===== src/rtl/lifo_buffer_pkg.sv =====
// Shared types and helpers for the LIFO buffer: operation decode enum and count width.
// Optional error flags are enabled with the LIFO_BUFFER_ERR_EN macro.
package lifo_buffer_pkg;

  typedef enum logic [1:0] {
    OP_IDLE,
    OP_PUSH,
    OP_POP,
    OP_REPLACE
  } op_e;

  // Occupancy runs 0..depth inclusive, so one extra code point is needed.
  function automatic int count_width(input int depth);
    return $clog2(depth + 1);
  endfunction

endpackage


===== src/rtl/lifo_buffer_if.sv =====
// Request/status bundle for lifo_buffer; master drives requests, slave reports state.
// overflow/underflow exist only when LIFO_BUFFER_ERR_EN is defined.
interface lifo_buffer_if #(
  parameter int p_width = 32,
  parameter int p_depth = 32
);
  import lifo_buffer_pkg::*;

  localparam int p_cw = count_width(p_depth);

  logic               clear;
  logic               wr_req;
  logic [p_width-1:0] wr_data;
  logic               rd_req;
  logic [p_width-1:0] rd_data;
  logic               full;
  logic               almost_full;
  logic               empty;
  logic               almost_empty;
  logic [p_cw-1:0]    count;
`ifdef LIFO_BUFFER_ERR_EN
  logic               overflow;
  logic               underflow;

  modport master (
    output clear, wr_req, wr_data, rd_req,
    input  rd_data, full, almost_full, empty, almost_empty, count, overflow, underflow
  );
  modport slave (
    input  clear, wr_req, wr_data, rd_req,
    output rd_data, full, almost_full, empty, almost_empty, count, overflow, underflow
  );
`else
  modport master (
    output clear, wr_req, wr_data, rd_req,
    input  rd_data, full, almost_full, empty, almost_empty, count
  );
  modport slave (
    input  clear, wr_req, wr_data, rd_req,
    output rd_data, full, almost_full, empty, almost_empty, count
  );
`endif

endinterface


===== src/rtl/lifo_buffer_ram.sv =====
// Stack storage: one synchronous write port, one asynchronous read port.
// Contents are never reset; occupancy tracking lives in the parent.
module lifo_buffer_ram #(
  parameter int p_width = 32,
  parameter int p_depth = 32,
  parameter int p_aw    = $clog2(p_depth)
) (
  input  logic               clock,
  input  logic               i_we,
  input  logic [p_aw-1:0]    i_waddr,
  input  logic [p_width-1:0] i_wdata,
  input  logic [p_aw-1:0]    i_raddr,
  output logic [p_width-1:0] o_rdata
);

  logic [p_width-1:0] r_mem [p_depth];

  always_ff @(posedge clock) begin
    if (i_we) begin
      r_mem[i_waddr] <= i_wdata;
    end
  end

  assign o_rdata = r_mem[i_raddr];

endmodule


===== src/rtl/lifo_buffer.sv =====
// Show-ahead LIFO stack with occupancy flags; pop reads the top with zero latency.
// Define LIFO_BUFFER_ERR_EN to add sticky overflow/underflow flags.
module lifo_buffer
  import lifo_buffer_pkg::*;
#(
  parameter int p_width     = 32,
  parameter int p_depth     = 32,
  parameter int p_af_thresh = 4,
  parameter int p_ae_thresh = 4
) (
  input  logic         clock,
  input  logic         reset_n,
  lifo_buffer_if.slave bus
);

  localparam int p_cw       = count_width(p_depth);
  localparam int p_aw       = $clog2(p_depth);
  localparam int c_af_level = p_depth - p_af_thresh;

  localparam logic [p_cw-1:0] c_one   = p_cw'(1);
  localparam logic [p_cw-1:0] c_depth = p_cw'(p_depth);

  logic [p_cw-1:0]    r_count;
  op_e                w_op;
  logic               w_full;
  logic               w_empty;
  logic               w_af;
  logic               w_ae;
  logic               w_we;
  logic [p_aw-1:0]    w_top_idx;
  logic [p_aw-1:0]    w_waddr;
  logic [p_aw-1:0]    w_raddr;
  logic [p_width-1:0] w_ram_rdata;

  assign w_full    = (r_count == c_depth);
  assign w_empty   = (r_count == '0);
  assign w_top_idx = p_aw'(r_count - c_one);

  // Thresholds outside the count range degenerate to constant flags.
  generate
    if (c_af_level <= 0) begin : g_af_const
      assign w_af = 1'b1;
    end else begin : g_af_cmp
      assign w_af = (r_count >= p_cw'(c_af_level));
    end
    if (p_ae_thresh >= p_depth) begin : g_ae_const
      assign w_ae = 1'b1;
    end else begin : g_ae_cmp
      assign w_ae = (r_count <= p_cw'(p_ae_thresh));
    end
  endgenerate

  // Push+pop on an empty stack degrades to a plain push.
  always_comb begin
    w_op = OP_IDLE;
    if (bus.wr_req && bus.rd_req) begin
      w_op = w_empty ? OP_PUSH : OP_REPLACE;
    end else if (bus.wr_req) begin
      if (!w_full) w_op = OP_PUSH;
    end else if (bus.rd_req) begin
      if (!w_empty) w_op = OP_POP;
    end
  end

  assign w_we    = reset_n && !bus.clear && ((w_op == OP_PUSH) || (w_op == OP_REPLACE));
  assign w_waddr = (w_op == OP_PUSH) ? p_aw'(r_count) : w_top_idx;
  assign w_raddr = w_empty ? '0 : w_top_idx;

  lifo_buffer_ram #(
    .p_width (p_width),
    .p_depth (p_depth),
    .p_aw    (p_aw)
  ) u_ram (
    .clock   (clock),
    .i_we    (w_we),
    .i_waddr (w_waddr),
    .i_wdata (bus.wr_data),
    .i_raddr (w_raddr),
    .o_rdata (w_ram_rdata)
  );

  always_ff @(posedge clock) begin
    if (!reset_n) begin
      r_count <= '0;
    end else if (bus.clear) begin
      r_count <= '0;
    end else begin
      case (w_op)
        OP_PUSH: r_count <= r_count + c_one;
        OP_POP:  r_count <= r_count - c_one;
        default: r_count <= r_count;
      endcase
    end
  end

`ifdef LIFO_BUFFER_ERR_EN
  logic r_overflow;
  logic r_underflow;
  logic w_ovf_evt;
  logic w_unf_evt;

  assign w_ovf_evt = bus.wr_req && !bus.rd_req && w_full;
  assign w_unf_evt = bus.rd_req && w_empty;

  always_ff @(posedge clock) begin
    if (!reset_n || bus.clear) begin
      r_overflow  <= 1'b0;
      r_underflow <= 1'b0;
    end else begin
      if (w_ovf_evt) r_overflow  <= 1'b1;
      if (w_unf_evt) r_underflow <= 1'b1;
    end
  end

  assign bus.overflow  = r_overflow;
  assign bus.underflow = r_underflow;
`endif

  assign bus.count        = r_count;
  assign bus.full         = w_full;
  assign bus.empty        = w_empty;
  assign bus.almost_full  = w_af;
  assign bus.almost_empty = w_ae;
  assign bus.rd_data      = w_empty ? '0 : w_ram_rdata;

endmodule


===== src/flat_wrapper.sv =====
// flat-port wrapper written by rule: the top's interface ports become plain ports
module lifo_buffer_flat import lifo_buffer_pkg::*;
#(
  parameter int p_width     = 32,
  parameter int p_depth     = 32,
  parameter int p_af_thresh = 4,
  parameter int p_ae_thresh = 4
)
  (clock, reset_n, bus_clear, bus_wr_req, bus_wr_data, bus_rd_req, bus_rd_data, bus_full, bus_almost_full, bus_empty, bus_almost_empty, bus_count);
  lifo_buffer_if #(.p_width(p_width), .p_depth(p_depth)) bus_i ();
  input  logic clock;
  input  logic reset_n;
  input wire logic [$bits(bus_i.clear)-1:0] bus_clear;
  input wire logic [$bits(bus_i.wr_req)-1:0] bus_wr_req;
  input wire logic [$bits(bus_i.wr_data)-1:0] bus_wr_data;
  input wire logic [$bits(bus_i.rd_req)-1:0] bus_rd_req;
  output wire logic [$bits(bus_i.rd_data)-1:0] bus_rd_data;
  output wire logic [$bits(bus_i.full)-1:0] bus_full;
  output wire logic [$bits(bus_i.almost_full)-1:0] bus_almost_full;
  output wire logic [$bits(bus_i.empty)-1:0] bus_empty;
  output wire logic [$bits(bus_i.almost_empty)-1:0] bus_almost_empty;
  output wire logic [$bits(bus_i.count)-1:0] bus_count;
  assign bus_i.clear = bus_clear;
  assign bus_i.wr_req = bus_wr_req;
  assign bus_i.wr_data = bus_wr_data;
  assign bus_i.rd_req = bus_rd_req;
  assign bus_rd_data = bus_i.rd_data;
  assign bus_full = bus_i.full;
  assign bus_almost_full = bus_i.almost_full;
  assign bus_empty = bus_i.empty;
  assign bus_almost_empty = bus_i.almost_empty;
  assign bus_count = bus_i.count;
  lifo_buffer #(.p_width(p_width), .p_depth(p_depth), .p_af_thresh(p_af_thresh), .p_ae_thresh(p_ae_thresh)) u_core (.clock(clock), .reset_n(reset_n), .bus(bus_i));
endmodule

===== config.mk =====
export PLATFORM = sky130hd
export DESIGN_NAME = lifo_buffer_flat
export DESIGN_NICKNAME = d
export VERILOG_FILES = /design/src/rtl/lifo_buffer_pkg.sv /design/src/rtl/lifo_buffer_if.sv /design/src/rtl/lifo_buffer_ram.sv /design/src/rtl/lifo_buffer.sv /design/src/flat_wrapper.sv
export SDC_FILE = /design/constraint.sdc
export NUM_CORES = 1
export LEC_CHECK = 0
export ABC_AREA = 1
export CAP_MARGIN = 20
export CORE_ASPECT_RATIO = 0.8
export CORE_MARGIN = 2
export CORE_UTILIZATION = 45
export DETAILED_ROUTE_END_ITERATION = 12
export DONT_BUFFER_PORTS = 1
export SKIP_LAST_GASP = 1
export SLEW_MARGIN = 40
export SYNTH_ARGS = -nofsm -noshare
export SYNTH_HDL_FRONTEND = slang
export SYNTH_HIERARCHICAL = 1
export SYNTH_SLANG_ARGS = --single-unit

===== constraint.sdc =====
create_clock -name clock -period 9.3 [get_ports clock]
set_input_delay 1.86 -clock clock [delete_from_list [all_inputs] [get_ports clock]]
set_output_delay 1.86 -clock clock [all_outputs]
set_load 0.1 [all_outputs]

Word level (Yosys, flattened, before mapping) --
Memories as Yosys holds them, arrays and structs flattened. Index checks and enable logic that the tools add are counted.
Storage, ports and cells: logic and storage cells 31, bits in writable memories 1024, bits of input ports 37, memories kept 1, latch bits 0, flip-flop bits (word level) 6, bits in read-only memories 0
Memories:
- u_core.u_ram.r_mem | depth 32, bits a word 32, read ports 1, clocked after Yosys merged registers in 0, wr ports 1, line lifo_buffer_ram.sv:16 | logic [p_width-1:0] r_mem [p_depth];
Operators by class: mux-type cells 12, equality and inequality tests 4, div/mod/pow operators 0, reductions and logical operators 8, $add $sub $neg 2, magnitude comparators 2, shift operators 0, $mul 0, bitwise operators 1
Operators with widths (count):
- $mux 32 | 1
- $pmux 6 s2 | 1
- $mux 2 | 5
- $mux 5 | 2
- $add 6x1->6 const B | 1
- $eq 6x6->1 const B | 1
- $ge 6x5->1 const B | 1
- $le 6x3->1 const B | 1
- $logic_not 6->1 | 1
- $sub 6x1->6 const B | 1
- $eq 2x2->1 const B | 2
- $logic_and 1x1->1 | 3
- $mux 1 | 3
- $eq 2x1->1 const B | 1
- $reduce_bool 2->1 | 1
- $reduce_or 2->1 | 1
- $logic_not 1->1 | 1
- $logic_or 1x1->1 | 1
- $not 1->1 | 1

Depth between registers and ports, before layout --
word-level depth 10, gate-level depth with buffers 21

Hierarchy --
The synthesis kept the hierarchy.
By module, submodules not included:
- lifo_buffer_ram | times used 1, cells an instance 3504, area each 41765.1 um^2, sequential area each 30749.5 um^2
- lifo_buffer | times used 1, cells an instance 183, area each 987.2 um^2, sequential area each 120.1 um^2

Worst setup path before layout --
OpenSTA, ideal clock, no wires.
kind reg2out, start point register u_core.r_count[0] (netlist: u_core/bus.count[0]), end point output bus_rd_data[20], data required time 7.440 ns, path slack 3.781 ns, cell stages (with the launch flop) 20, data arrival time 3.659 ns, path through dfxtp_1 inv_1 ha_1 nand2_4 nor2_8 or2_2 inv_1 buf_2 inv_2 buf_2 buf_2 nand3_1 nand3_1 nand2_1 nand2_1 nand2_1 nand2_1 nand2_1 nand2_1 inv_1
Between the ends: word-level cells in the longest chain between the ends 4, elaborated cells between the ends (all ways) 5
Ends and longest elaborated chain:
- start: declaration | line lifo_buffer.sv:23 | logic [p_cw-1:0] r_count;
- start signal: assignment | line lifo_buffer.sv:89 | OP_PUSH: r_count <= r_count + c_one;
- start signal: assignment | line lifo_buffer.sv:90 | OP_POP: r_count <= r_count - c_one;
- start signal: assignment | line lifo_buffer.sv:91 | default: r_count <= r_count;
- $logic_not 6->1 | line lifo_buffer.sv:36 | assign w_empty = (r_count == '0);
- net bus_empty | line flat_wrapper.sv:20 | output wire logic [$bits(bus_i.empty)-1:0] bus_empty;
- $mux 5 | line lifo_buffer.sv:67 | assign w_raddr = w_empty ? '0 : w_top_idx;
- net u_core.w_raddr[1] | line lifo_buffer.sv:32 | logic [p_aw-1:0] w_raddr;
- $mem_v2 32x32
- net u_core.w_ram_rdata[20] | line lifo_buffer.sv:33 | logic [p_width-1:0] w_ram_rdata;
- $mux 32 | line lifo_buffer.sv:124 | assign bus.rd_data = w_empty ? '0 : w_ram_rdata;
- end: declaration | line flat_wrapper.sv:17 | output wire logic [$bits(bus_i.rd_data)-1:0] bus_rd_data;
The timed path passes the listed nets, and every way through them passes these cells.

Worst setup path after layout --
start point register u_core.r_count[0] (netlist: u_core/bus.count[0]), end point output bus_rd_data[26]
The elaborated chain is that of the path after synthesis.

==> flow_metrics.tcl <==
set metrics [dict create \
    status "finished clean" \
    crit_fanout 119 \
    fmax_ghz 0.125 \
    critPathKind "register to output port" \
    place_hpwl_um 55700 \
    min_to "u_core/bus.count[5]$_SDFFE_PN0P_" \
    nNetsFinal 3669 \
    avgSynthCellArea_um2 11.6 \
    drive_above_1_share 0.0735 \
    ir_worst_vdd_uv 198 \
    dpl_cell_area_um2 43600 \
    insertion_delay_ns 0.66 \
    cts_tree "built" \
    report.final.setup_viol 0 \
    die_area_um2 97500 \
    ys_ff_latch 1030 \
    hp-class "register to register" \
    period_minus_slack_ns 8.00 \
    tightest_slew_ns 0.888 \
    rr_endpoint "u_core/u_ram/r_mem[14][11]$_DFFE_PP_" \
    die_y_um 280 \
    r2r_cells 13 \
    drtIter0Drc 3542 \
    r2r_slack_ns 4.19 \
    cts_setup_buffers 0 \
    yosysUniqueCellTypes 25 \
    yosys_warnings 6 \
    start_util 0.452 \
    timing.final.ws_setup_ns 1.30 \
    finalInstanceArea_um2 46700 \
    hold_depth 2 \
    final_antenna_net_count 0 \
    routed_wl_um 116000 \
    total_power_mw 11.5 \
    p_leak_nw 17.0 \
    post-route-period-util 0.860 \
    fillers 8273 \
    holdWs_ns 0.794 \
    grt_usage 0.236 \
    route.detailed.drc 0 \
    drv_cap 0 \
    pre_cts_ws_ns 2.06 \
    via_per_inst 5.62 \
    critical_path_required_ns 7.44 \
    cts_sinks 1030 \
    wl_per_cell_um 23.5 \
    clk_pin_slew_worst_paths_ns 0.06 \
    netlist_instances 3687 \
    first_pass_iters 5 \
    grt_overflow 0 \
    cts_buffer_depth 3 \
    cts_made_buffers 96 \
    hp-start "u_core/bus.count[5]$_SDFFE_PN0P_" \
    ios 79 \
    hold_viol 0 \
    rows 101 \
    crit_path_start_kind "register" \
    netlist_area_um2 42800 \
    grt_max_degree 144 \
    hold_buffers 0 \
    final_max_slew_viol_count 0 \
    grt_pass1_vias 25900 \
    clock_skew_ns 0.00995 \
    num_vias 27800 \
    tns_ns 0 \
    crit_arrival_ns 6.14 \
    syn2layout_area_growth_pct 9.23 \
    die_x_um 349 \
    yosysSeqAreaShare 0.722 \
    end_kind "output port" \
    rsz0062_at_grt "no" \
    antenna_found_initial 3 \
    syn-num-nets 3729 \
    grt_pass1_wl_um 170000 \
    ctsResizeCount 0 \
    port_buffers 0 \
    cts_max_level 3 \
    slew-limit-headroom 0.408 \
    powerDensity_nw_per_um2 245 \
    core_area_um2 94500 \
    r2r_start "u_core/bus.count[0]$_SDFFE_PN0P_" \
    root_buffer "clkbuf_16" \
    gp_congestion 0.787 \
]
## worst max-delay path: stages, from the launching register on
cell and delay (ns):
dfxtp_1 0.30, buf_4 0.24, inv_1 0.27, ha_1 0.26
nand2_4 0.09, nor2_8 0.40, inv_4 0.34, nand2_1 0.27
inv_8 0.18, inv_16 0.43, buf_16 0.44, buf_4 0.45
nand2_1 0.10, nand3_1 0.08, nand3_1 0.09, nand2_1 0.10
nand2_1 0.05, nand2_1 0.13, nand2_1 0.06, nand2_1 0.24
nand2_1 0.11, inv_1 0.63
## cell families after synthesis
logic type                 Yosys count  share of synthesized area
buffers and inverters              289                     0.0433
adders and majority gates            5                    0.00146
xor gates and xnor gates             3                   0.000615
and+or+nand+nor                   2343                      0.231
DFF                               1030                      0.722
AOI/OAI and AO/OA                   17                    0.00199
## cell usage in the layout (no fill, tap or decap), drive strengths merged
master and instances:
a21oi 9, inv 64, dfxtp 6, diode 1, clkbuf 125, ha 5, xor2 1, edfxtp 1024
buf 65, bufinv 7, xnor2 2, or2 2, nand2 1510, nor3 1, clkinvlp 4, o21ai 8
nand3 788, clkinv 37, nor2 42
## registers in the layout, indices dropped and copies added (netlist names)
register and flops:
u_core/bus.count 6, u_core/u_ram/r_mem 1024
## power by group
| group | leakage, nW | internal, mW | switching, mW |
|---|---|---|---|
| Sequential | 9.26 | 5.13 | 0.00879 |
| Clock | 1.48 | 2.19 | 1.70 |
| Combinational | 6.27 | 0.550 | 1.89 |
## synthesized netlist by cell type, drive strengths merged
master,count,area share
a21oi,9,0.0011
xnor2,2,0.00041
inv,66,0.0060
nand3,788,0.092
o21ai,8,0.00094
dfxtp,6,0.0028
nand2,1510,0.13
nor3,1,0.00023
edfxtp,1024,0.72
buf,199,0.035
ha,5,0.0015
clkbuf,24,0.0021
nor2,42,0.0044
xor2,1,0.00020
or2,2,0.00029
## routing by layer
metal	routed length, um	global-route usage	up-vias
met1	51900	0.360	13700
met4	2540	0.0579	0
met3	10400	0.0348	171
li1	-	-	12600
met2	51000	0.357	1259
met5	0	0	-
## how the worst max path moves through the flow
stage                                     startpoint         endpoint
detailed placement  u_core/bus.count[0]$_SDFFE_PN0P_  bus_rd_data[26]
global route        u_core/bus.count[0]$_SDFFE_PN0P_  bus_rd_data[24]
CTS                 u_core/bus.count[0]$_SDFFE_PN0P_  bus_rd_data[26]
floorplan           u_core/bus.count[0]$_SDFFE_PN0P_  bus_rd_data[20]
finish              u_core/bus.count[0]$_SDFFE_PN0P_  bus_rd_data[26]
global placement    u_core/bus.count[1]$_SDFFE_PN0P_  bus_rd_data[26]
## final cells by class
class                   count  area, um2  area share
flip-flops and latches   1030      30900       0.661
multi-input cells        2368      10300       0.221
clock buffers             125       2640      0.0565
well taps                1236       1550      0.0331
repair buffers             65        593      0.0127
clock inverters            46        403     0.00863
inverters                  66        312     0.00667
diodes                      1       2.50   0.0000536
## stage by stage
stage	util	cells
6_report	0.494	4937
2_1_floorplan	-	3687
5_1_grt	0.494	4936
4_1_cts	0.494	4936
3_5_place_dp	0.462	4765
3_3_place_gp	0.461	4761
No activity file was read; power rests on OpenSTA's default activity.
